**config.mk**
```make
export PLATFORM = sky130hd
export DESIGN_NAME = alu_exec_stage
export DESIGN_NICKNAME = d
export VERILOG_FILES = /design/src/rtl/alu_exec_stage.sv
export SDC_FILE = /design/constraint.sdc
export NUM_CORES = 1
export LEC_CHECK = 0
export BUFFER_PORTS_ARGS = -buffer_cell sky130_fd_sc_hd__buf_2
export CORE_ASPECT_RATIO = 0.7
export CORE_UTILIZATION = 55
export DETAILED_ROUTE_END_ITERATION = 12
export GPL_TIMING_DRIVEN = 0
export PLACE_DENSITY = 0.83
export SLEW_MARGIN = 20
export SYNTH_ARGS = -nofsm -noshare
export SYNTH_HDL_FRONTEND = slang
export SYNTH_SLANG_ARGS = --single-unit
```
**constraint.sdc**
```tcl
create_clock -name clk -period 7 [get_ports clk]
set_input_delay 0.35 -clock clk [delete_from_list [all_inputs] [get_ports clk]]
set_output_delay 0.35 -clock clk [all_outputs]
set_load 0.005 [all_outputs]
```
**src/rtl/alu_exec_stage.sv**
```systemverilog
// alu_exec_stage: registered execute stage of the URCPU datapath.
// Accepts an operand pair and opcode over valid/ready and registers result,
// zero and carry for writeback. XOR/AND/OR/ADD/SUB/PASS complete in one
// cycle. Shifts by 2..19 bits iterate one bit per cycle in a working
// register. The result register only ever holds completed results.
// Optional feature: define ALU_EXEC_STAGE_OVF_EN to add a registered signed
// overflow flag (ovf) for ADD/SUB.

// Combinational XOR primitive shared with the rest of the ALU.
module xor_gate #(
  parameter int WIDTH = 20
) (
  input  logic [WIDTH-1:0] a_i,
  input  logic [WIDTH-1:0] b_i,
  output logic [WIDTH-1:0] y_o
);
  assign y_o = a_i ^ b_i;
endmodule

module alu_exec_stage #(
  parameter int WIDTH   = 20,
  parameter int SHAMT_W = 5
) (
  input  logic             clk,
  input  logic             rst_n,
  input  logic             in_valid,
  output logic             in_ready,
  input  logic [2:0]       op,
  input  logic [WIDTH-1:0] a,
  input  logic [WIDTH-1:0] b,
  output logic             out_valid,
  input  logic             out_ready,
  output logic [WIDTH-1:0] result,
  output logic             zero,
  output logic             carry
`ifdef ALU_EXEC_STAGE_OVF_EN
  ,
  output logic             ovf
`endif
);

  typedef enum logic [2:0] {
    OP_XOR  = 3'b000,
    OP_AND  = 3'b001,
    OP_OR   = 3'b010,
    OP_ADD  = 3'b011,
    OP_SUB  = 3'b100,
    OP_SHL  = 3'b101,
    OP_SHR  = 3'b110,
    OP_PASS = 3'b111
  } op_e;

  typedef enum logic {
    S_IDLE,
    S_SHIFT
  } state_e;

  localparam logic [SHAMT_W-1:0] AMT_ONE   = SHAMT_W'(1);
  localparam logic [SHAMT_W-1:0] AMT_WIDTH = SHAMT_W'(WIDTH);

  // One-bit shift step: returns {bit shifted out, shifted word}.
  function automatic logic [WIDTH:0] shift1(input logic [WIDTH-1:0] w,
                                            input logic right);
    if (right) shift1 = {w[0], 1'b0, w[WIDTH-1:1]};
    else       shift1 = {w[WIDTH-1], w[WIDTH-2:0], 1'b0};
  endfunction

  // Registered state
  state_e             state_q, state_d;
  logic               out_valid_q, out_valid_d;
  logic [WIDTH-1:0]   result_q, result_d;
  logic               zero_q, zero_d;
  logic               carry_q, carry_d;
  logic [WIDTH-1:0]   work_q, work_d;
  logic [SHAMT_W-1:0] cnt_q, cnt_d;
  logic               dir_q, dir_d;   // 1: shift right

  // Combinational ALU primitives
  logic [WIDTH-1:0]   xor_y;
  logic [WIDTH:0]     sum_ext;
  logic [WIDTH:0]     dif_ext;
  logic [SHAMT_W-1:0] amt;
  logic               is_shr;
  logic [WIDTH:0]     first_step;
  logic [WIDTH:0]     iter_step;
  logic               accept;

  // Load bundle: a completed result written into the output registers.
  logic               load;
  logic [WIDTH-1:0]   load_res;
  logic               load_c;

`ifdef ALU_EXEC_STAGE_OVF_EN
  logic ovf_q, ovf_d, load_v;
  logic add_ovf, sub_ovf;
  assign add_ovf = (a[WIDTH-1] == b[WIDTH-1]) && (sum_ext[WIDTH-1] != a[WIDTH-1]);
  assign sub_ovf = (a[WIDTH-1] != b[WIDTH-1]) && (dif_ext[WIDTH-1] != a[WIDTH-1]);
  assign ovf     = ovf_q;
`endif

  xor_gate #(.WIDTH(WIDTH)) u_xor (
    .a_i (a),
    .b_i (b),
    .y_o (xor_y)
  );

  assign sum_ext    = {1'b0, a} + {1'b0, b};
  // Subtract as a + ~b + 1; the inverted carry-out is the borrow.
  assign dif_ext    = {1'b0, a} + {1'b0, ~b} + {{WIDTH{1'b0}}, 1'b1};
  assign amt        = b[SHAMT_W-1:0];
  assign is_shr     = (op == OP_SHR);
  assign first_step = shift1(a, is_shr);
  assign iter_step  = shift1(work_q, dir_q);

  // Combinational from out_ready so a draining output can be refilled on the same edge.
  assign in_ready = (state_q == S_IDLE) && (!out_valid_q || out_ready);
  assign accept   = in_valid && in_ready;

  assign out_valid = out_valid_q;
  assign result    = result_q;
  assign zero      = zero_q;
  assign carry     = carry_q;

  // Next-state and datapath: accept/issue in IDLE, iterate shifts in SHIFT.
  always_comb begin
    // NOTE: every signal driven here gets a default first so no path leaves it unassigned (no latches).
    state_d     = state_q;
    out_valid_d = out_valid_q;
    work_d      = work_q;
    cnt_d       = cnt_q;
    dir_d       = dir_q;
    load        = 1'b0;
    load_res    = '0;
    load_c      = 1'b0;
`ifdef ALU_EXEC_STAGE_OVF_EN
    load_v      = 1'b0;
`endif

    unique case (state_q)
      S_IDLE: begin
        if (out_valid_q && out_ready) out_valid_d = 1'b0;
        if (accept) begin
          case (op_e'(op))
            OP_XOR: begin load = 1'b1; load_res = xor_y; end
            OP_AND: begin load = 1'b1; load_res = a & b; end
            OP_OR:  begin load = 1'b1; load_res = a | b; end
            OP_ADD: begin
              load     = 1'b1;
              load_res = sum_ext[WIDTH-1:0];
              load_c   = sum_ext[WIDTH];
`ifdef ALU_EXEC_STAGE_OVF_EN
              load_v   = add_ovf;
`endif
            end
            OP_SUB: begin
              load     = 1'b1;
              load_res = dif_ext[WIDTH-1:0];
              load_c   = ~dif_ext[WIDTH];
`ifdef ALU_EXEC_STAGE_OVF_EN
              load_v   = sub_ovf;
`endif
            end
            OP_SHL, OP_SHR: begin
              if (amt == '0) begin
                load     = 1'b1;
                load_res = a;
              end else if (amt >= AMT_WIDTH) begin
                // Everything shifted out; only a shift of exactly WIDTH leaves a last bit.
                load     = 1'b1;
                load_res = '0;
                load_c   = (amt == AMT_WIDTH) ? (is_shr ? a[WIDTH-1] : a[0]) : 1'b0;
              end else if (amt == AMT_ONE) begin
                load     = 1'b1;
                load_res = first_step[WIDTH-1:0];
                load_c   = first_step[WIDTH];
              end else begin
                // The accept edge performs the first shift; amt-1 steps remain.
                work_d      = first_step[WIDTH-1:0];
                cnt_d       = amt - AMT_ONE;
                dir_d       = is_shr;
                state_d     = S_SHIFT;
                out_valid_d = 1'b0;
              end
            end
            default: begin load = 1'b1; load_res = a; end
          endcase
          if (load) out_valid_d = 1'b1;
        end
      end
      S_SHIFT: begin
        work_d = iter_step[WIDTH-1:0];
        cnt_d  = cnt_q - AMT_ONE;
        if (cnt_q == AMT_ONE) begin
          load        = 1'b1;
          load_res    = iter_step[WIDTH-1:0];
          load_c      = iter_step[WIDTH];
          out_valid_d = 1'b1;
          state_d     = S_IDLE;
        end
      end
      default: state_d = S_IDLE;
    endcase

    result_d = load ? load_res : result_q;
    zero_d   = load ? (load_res == '0) : zero_q;
    carry_d  = load ? load_c : carry_q;
`ifdef ALU_EXEC_STAGE_OVF_EN
    ovf_d    = load ? load_v : ovf_q;
`endif
  end

  // State, output and working registers.
  always_ff @(posedge clk or negedge rst_n) begin
    // NOTE: sequential state uses non-blocking (<=) so every register samples pre-edge values.
    if (!rst_n) begin
      // NOTE: the working register and counter are reset too, so an aborted shift leaves no trace.
      state_q     <= S_IDLE;
      out_valid_q <= 1'b0;
      result_q    <= '0;
      zero_q      <= 1'b0;
      carry_q     <= 1'b0;
      work_q      <= '0;
      cnt_q       <= '0;
      dir_q       <= 1'b0;
`ifdef ALU_EXEC_STAGE_OVF_EN
      ovf_q       <= 1'b0;
`endif
    end else begin
      state_q     <= state_d;
      out_valid_q <= out_valid_d;
      result_q    <= result_d;
      zero_q      <= zero_d;
      carry_q     <= carry_d;
      work_q      <= work_d;
      cnt_q       <= cnt_d;
      dir_q       <= dir_d;
`ifdef ALU_EXEC_STAGE_OVF_EN
      ovf_q       <= ovf_d;
`endif
    end
  end

endmodule

```
Yosys cells after proc, flatten, opt, wreduce, memory -nomap -nowiden
Index checks and enable logic that the tools add are counted.
Widths: inputs -> output; s select.

word-level totals
  flip-flop bits (word level) = 50
  input bits = 47
  output and inout bits = 24
  logic and storage cells = 104

operators by class
  $add $sub $neg = 5
  $lt $le $gt $ge = 1
  equality and inequality tests = 15
  multiplexer cells = 55
  bitwise gates (word level) = 9
  reductions and logical operators = 11

operator list
  operator               count
  $mux 20                10
  $pmux 20 s6            1
  $pmux 20 s2            2
  $add 20x20->21         2
  $mux 21                2
  $mux 1                 29
  $mux 5                 5
  $add 21x1->21 const B  1
  $and 20x20->20         1
  $logic_not 20->1       1
  $not 20->20            1
  $or 20x20->20          1
  $xor 20x20->20         1
  $eq 5x1->1 const B     2
  $pmux 5 s2             1
  $sub 5x1->5 const B    2
  $eq 3x3->1 const B     3
  $ne 2x2->1 const B     4
  $pmux 1 s2             4
  $eq 3x2->1 const B     2
  $reduce_and 6->1       1
  $eq 5x5->1 const B     1
  $ge 5x5->1 const B     1
  $logic_not 5->1        1
  10 further kinds       17

Logic depth before layout (Yosys ltp)
  depth in word-level cells = 10
  gate-level depth with buffers = 14
  mapped depth without buffers = 13

By module
A second synthesis with hierarchy kept.

unflattened totals
  cells, all modules = 961
  area total of the unflattened synthesis = 7,195.7 µm²

modules (own cells, without submodules)
  module          instances  cells an instance  area an instance (µm²)  sequential area each (µm²)
  alu_exec_stage  1          941                7,020.5                 1,251.2
  xor_gate        1          20                 175.2                   0.0

Worst setup path before layout
No wires, ideal clock.

  path type = input -> register
  start point = input port b[2]
  end point = register zero_q, in the netlist zero
  library setup time = 0.127 ns
  data arrival time = 2.800 ns
  required time = 6.873 ns
  slack = 4.074 ns
  stages = 14
  path buffers = 2
  path through = buf_2 -> inv_1 -> ha_1 -> buf_6 -> a211oi_2 -> o31a_2 -> o32ai_4 -> o221a_1 -> nor2_1 -> o31a_1 -> xnor2_1 -> nand2_1 -> a22oi_2 -> o31ai_2

on the way
  longest elaborated chain between the ends = 9
  elaborated cells between the ends (all ways) = 25
  those cells by class = add/sub: 3; order compare: 1; eq/ne: 1; mux: 14; bitwise: 4; reduce/logical: 2

RTL lines
  item                                                                    RTL line  RTL
  start: declaration                                                      30        input logic [WIDTH-1:0] b,
  parallel branches: the longest is 9 deep, another holds $add 20x20->21  n/a
  end signal: assignment                                                  232       zero_q <= zero_d;
  end: declaration                                                        72        logic zero_q, zero_d;

Several ways; the timed one is not identified. The select of a mux whose other input is x is not followed.
A chain may end at the register's enable or synchronous reset.

Final worst setup path
  start point = register cnt_q[1]
  end point = register zero_q, in the netlist zero

on the way
  longest elaborated chain between the ends = 4
  elaborated cells between the ends (all ways) = 6
  those cells by class = eq/ne: 1; mux: 4; reduce/logical: 1

RTL lines
  item                      RTL line  RTL
  start: declaration        75        logic [SHAMT_W-1:0] cnt_q, cnt_d;
  start signal: assignment  235       cnt_q <= cnt_d;
  $eq 5x1->1 *              193       if (cnt_q == AMT_ONE) begin
  $mux 20                   193
  $pmux 20 s2               139       unique case (state_q)
  $logic_not 20->1          205       zero_d = load ? (load_res == '0) : zero_q;

Every way passes the cells marked *; elsewhere a longest branch is shown, timed or not.

==> Flow_metrics.wiki <==
{| class="wikitable"
! Metric !! Value
|-
| Outcome || complete, but fails checks
|-
| Violations in the final reports || DRC
|-
| Crit path capture type || register
|-
| CTS buffer count || 5
|-
| Required time at the worst-slack endpoint || 7200 ps
|-
| Global routing usage summed across all routing layers || 0.3997
|-
| Largest cells by area after synthesis || sky130_fd_sc_hd__dfrtp_1, sky130_fd_sc_hd__ha_1, sky130_fd_sc_hd__o21ai_0, sky130_fd_sc_hd__nand2_1, sky130_fd_sc_hd__a21oi_1
|-
| Number of sinks handled by clock tree synthesis || 50
|-
| First-iteration detailed-routing DRC count || 1,257
|-
| Antenna diode count || 0
|-
| Final routed DRC violation total || 10
|-
| Drt total wl || 27.33 mm
|-
| Global-route wire length before repair || 41.42 mm
|-
| Slew headroom || 0.4191
|-
| Overflow left after global routing || 0
|-
| PwrDens || 216.1 mW/mm^2
|-
| Die height || 97.43 um
|-
| Cell accounting for the most synthesized area || sky130_fd_sc_hd__dfrtp_1
|-
| Area of the die || 0.01348 sq mm
|-
| Cell Count, Final, Fillers Out || 1,188
|-
| Clk Tree Root Cell || sky130_fd_sc_hd__clkbuf_16
|-
| Top cell type's share of synthesized area || 0.1749
|-
| Setup violators final || 0
|-
| DR vias || 7,983
|-
| Min-delay worst type || input pin to async pin
|-
| Detailed Place HPWL || 21.21 mm
|-
| Measured slew at the worst slew-check pin || 867.7 ps
|-
| Setup TNS || 0 ps
|-
| Via/cell ratio || 6.720
|-
| Count of warnings emitted by yosys || 0
|-
| CTS H-tree depth || 2
|-
| Number of antenna-violating nets in the routed design || 0
|-
| Proportion of power drawn by the clock network || 0.152
|-
| Number of global-route vias before repair || 7,173
|-
| CTS hold repair buffers || 0
|-
| Per-cell routed wire length || 23.00 um
|-
| Top Layer Used || met4
|-
| Number of synthesized flops with an enable pin || 0
|-
| Maximum number of pins on one net before global-route repair || 51
|-
| Unique cell type count in the Yosys netlist || 98
|-
| Number of buffers on the longest clock path || 2
|-
| Smallest hold slack || 67.39 ps
|-
| Data arrival time of the critical path || 3680 ps
|-
| Area grow syn2layout || 9.881%
|-
| CTS tree || done
|-
| Std cell rows || 34
|-
| Highest Clock Rate || 287.8 MHz
|-
| Post-cts sizing count || 0
|-
| Syn_nets || 1,067
|-
| Post-synth design cell area || 0.007154 sq mm
|-
| Post-CTS setup-driven buffer insertion count || 0
|-
| Share of flip-flops with an asynchronous set or reset after synthesis || 1.000
|-
| Ports || 71
|-
| Horiz. Die Dim || 138.3 um
|-
| Switching share of power || 0.4590
|-
| Final Slew Violations || 0
|-
| Flip-flop and latch count after synthesis || 50
|-
| Power consumption || 1.699 mW
|-
| Startpoint Class || register
|-
| Number of placed instances, taps included || 1,180
|-
| Per-instance average area after synthesis || 7.547 sq um
|-
| Min Clock Period, post-route || 3474 ps
|-
| RSZ-0062 raised after global routing || no
|-
| Max-cap check violation count || 0
|-
| Placeable core region || 0.01255 sq mm
|-
| Static power due to leakage || 3.567 nW
|-
| Comb power frac || 0.552
|-
| Later-pin clock latency in the skew report || 290 ps
|-
| Met1 routed wirelength after detailed routing || 11.77 mm
|-
| Proportion of power drawn by flip-flops and latches || 0.297
|-
| Met3 routed wirelength || 3.321 mm
|-
| Crit Path Category || register to register
|-
| Count of endpoints failing hold in the final timing report || 0
|-
| Routed length on met2 || 11.24 mm
|-
| Number of cells produced by synthesis || 948
|-
| Sequential area share after synthesis || 0.1749
|-
| Number of nets in the finished design || 1,144
|-
| Cell-internal power || 919.0 uW
|-
| Setup skew after layout || 5.787 ps
|-
| Critical-path maximum fanout || 8
|-
| Net Switching || 779.9 uW
|-
| Part of the cycle the worst path needs || 0.4963
|-
| Initial antenna violation count || 0
|-
| IO Port Bufs || 70
|-
| VDD IR max || 0.1342 mV
|-
| Starting density of the core || 0.5701
|-
| Share of layout cells above drive strength 1 || 0.1745
|-
| Clock slew at reported path FFs || 70 ps
|-
| Most frequently used flop master after synthesis || sky130_fd_sc_hd__dfrtp_1
|-
| Count of TritonRoute iterations in the first routing pass || 10
|-
| Final weighted congestion in routability-driven placement || 1.030
|}
## worst max-delay path: stages, from the launching register on
cell and delay [ps]:
sky130_fd_sc_hd__dfrtp_1 400, sky130_fd_sc_hd__inv_1 80, sky130_fd_sc_hd__ha_1 140, sky130_fd_sc_hd__nor4b_2 500, sky130_fd_sc_hd__and2_1 200, sky130_fd_sc_hd__clkbuf_1 520, sky130_fd_sc_hd__a21oi_1 340, sky130_fd_sc_hd__nor3_1 280
sky130_fd_sc_hd__nand3_1 110, sky130_fd_sc_hd__and4bb_1 340, sky130_fd_sc_hd__o2111ai_1 200, sky130_fd_sc_hd__o31ai_2 260
## cells by family after synthesis
family                     count (synthesis)  share of synthesized area
and+or+nand+nor                          309                     0.2088
muxes                                     41                    0.06016
AOI/OAI and AO/OA                        324                     0.3066
buffers and inverters                    130                    0.09461
DFF                                       50                     0.1749
xor gates and xnor gates                  22                    0.02693
adders and majority gates                 72                     0.1280
## power by group through the flow
stage                     clock (mW)  sequential (mW)  combinational [mW]
final                          0.257            0.504               0.937
after global routing           0.268            0.515                1.01
after CTS                      0.255            0.500               0.908
after detailed placement           0            0.503               0.901
after global placement             0            0.500               0.886
after floorplan                    0            0.487               0.599
## sequential cells by signal, indices dropped and copies added (netlist names)
signal / cells
cnt_q: 5
out_valid: 1
carry: 1
state_q: 1
work_q: 20
zero: 1
result: 20
dir_q: 1
## metal layers
layer	global-route usage	vias up
met2	0.5818	585
met3	0.08625	77
met1	0.5720	3744
li1	-	3577
met4	0.1538	0
met5	0	-
## cell usage in the layout (no fill, tap or decap), types with 7 or more instances in the layout
| cell type | count |
|---|---|
| sky130_fd_sc_hd__a211oi_1 | 11 |
| sky130_fd_sc_hd__a21o_1 | 8 |
| sky130_fd_sc_hd__a21oi_1 | 79 |
| sky130_fd_sc_hd__and3_1 | 8 |
| sky130_fd_sc_hd__buf_2 | 84 |
| sky130_fd_sc_hd__buf_4 | 9 |
| sky130_fd_sc_hd__buf_6 | 8 |
| sky130_fd_sc_hd__clkbuf_1 | 25 |
| sky130_fd_sc_hd__clkbuf_8 | 9 |
| sky130_fd_sc_hd__dfrtp_1 | 50 |
| sky130_fd_sc_hd__ha_1 | 70 |
| sky130_fd_sc_hd__inv_1 | 65 |
| sky130_fd_sc_hd__mux2_2 | 16 |
| sky130_fd_sc_hd__mux2i_1 | 25 |
| sky130_fd_sc_hd__nand2_1 | 115 |
| sky130_fd_sc_hd__nand2b_1 | 7 |
| sky130_fd_sc_hd__nand3_1 | 26 |
| sky130_fd_sc_hd__nor2_1 | 87 |
| sky130_fd_sc_hd__nor3_1 | 11 |
| sky130_fd_sc_hd__nor4_1 | 7 |
| sky130_fd_sc_hd__o211ai_1 | 14 |
| sky130_fd_sc_hd__o21ai_0 | 94 |
| sky130_fd_sc_hd__o221ai_1 | 11 |
| sky130_fd_sc_hd__o31ai_1 | 7 |
| sky130_fd_sc_hd__xnor2_1 | 18 |
## per-stage QoR
step,setup slack (ps),area (sq um),util
finish,3526,7861,0.6264
CTS,3633,7859,0.6262
global placement,3391,7707,0.6142
detailed placement,3403,7707,0.6142
floorplan,4074,7154,-
global route,3378,7861,0.6264
## cell usage after synthesis, types with 4 or more instances
master	n
sky130_fd_sc_hd__nand2_1	115
sky130_fd_sc_hd__o21ai_0	94
sky130_fd_sc_hd__nor2_1	87
sky130_fd_sc_hd__a21oi_1	79
sky130_fd_sc_hd__ha_1	70
sky130_fd_sc_hd__inv_1	65
sky130_fd_sc_hd__dfrtp_1	50
sky130_fd_sc_hd__nand3_1	26
sky130_fd_sc_hd__clkbuf_1	25
sky130_fd_sc_hd__mux2i_1	25
sky130_fd_sc_hd__xnor2_1	18
sky130_fd_sc_hd__mux2_2	16
sky130_fd_sc_hd__buf_2	15
sky130_fd_sc_hd__o211ai_1	14
sky130_fd_sc_hd__a211oi_1	11
sky130_fd_sc_hd__nor3_1	11
sky130_fd_sc_hd__o221ai_1	11
sky130_fd_sc_hd__a21o_1	8
sky130_fd_sc_hd__and3_1	8
sky130_fd_sc_hd__buf_4	8
sky130_fd_sc_hd__buf_6	8
sky130_fd_sc_hd__clkbuf_8	8
sky130_fd_sc_hd__nand2b_1	7
sky130_fd_sc_hd__nor4_1	7
sky130_fd_sc_hd__o31ai_1	7
sky130_fd_sc_hd__a221oi_1	6
sky130_fd_sc_hd__a31oi_1	6
sky130_fd_sc_hd__o2111ai_1	6
sky130_fd_sc_hd__o21ai_1	6
sky130_fd_sc_hd__o22ai_1	6
sky130_fd_sc_hd__a22oi_1	5
sky130_fd_sc_hd__nor2b_1	5
sky130_fd_sc_hd__o21a_1	5
sky130_fd_sc_hd__a211oi_2	4
sky130_fd_sc_hd__a221o_1	4
sky130_fd_sc_hd__nand4_1	4
sky130_fd_sc_hd__or4_1	4
sky130_fd_sc_hd__xor2_1	4
## area by class of cell
type | instances | area (sq um)
Sequential cell | 50 | 1251
Buffer | 65 | 432.9
Clock inverter | 2 | 12.51
Clock buffer | 6 | 138.9
Multi-Input combinational cell | 768 | 5226
Tap cell | 162 | 202.7
Inverter | 65 | 244.0
Fill cell | 1190 | 4688
Timing Repair Buffer | 70 | 352.8
## path summary, 6_finish.rpt
path / slack, ps / depth (start not counted) / startpoint / to
min in group clk: 380 / 3 / in_valid / out_valid
setup / recovery: 3530 / 11 / cnt_q[1] / zero
hold / removal: 70 / 1 / rst_n / cnt_q[2]
setup reg to reg: 3530 / 11 / cnt_q[1] / zero
max in group asynchronous: 6490 / 1 / rst_n / result[18]
hold reg to reg: 480 / 1 / result[3] / result[3]
Power figures use the tool's default switching activity.
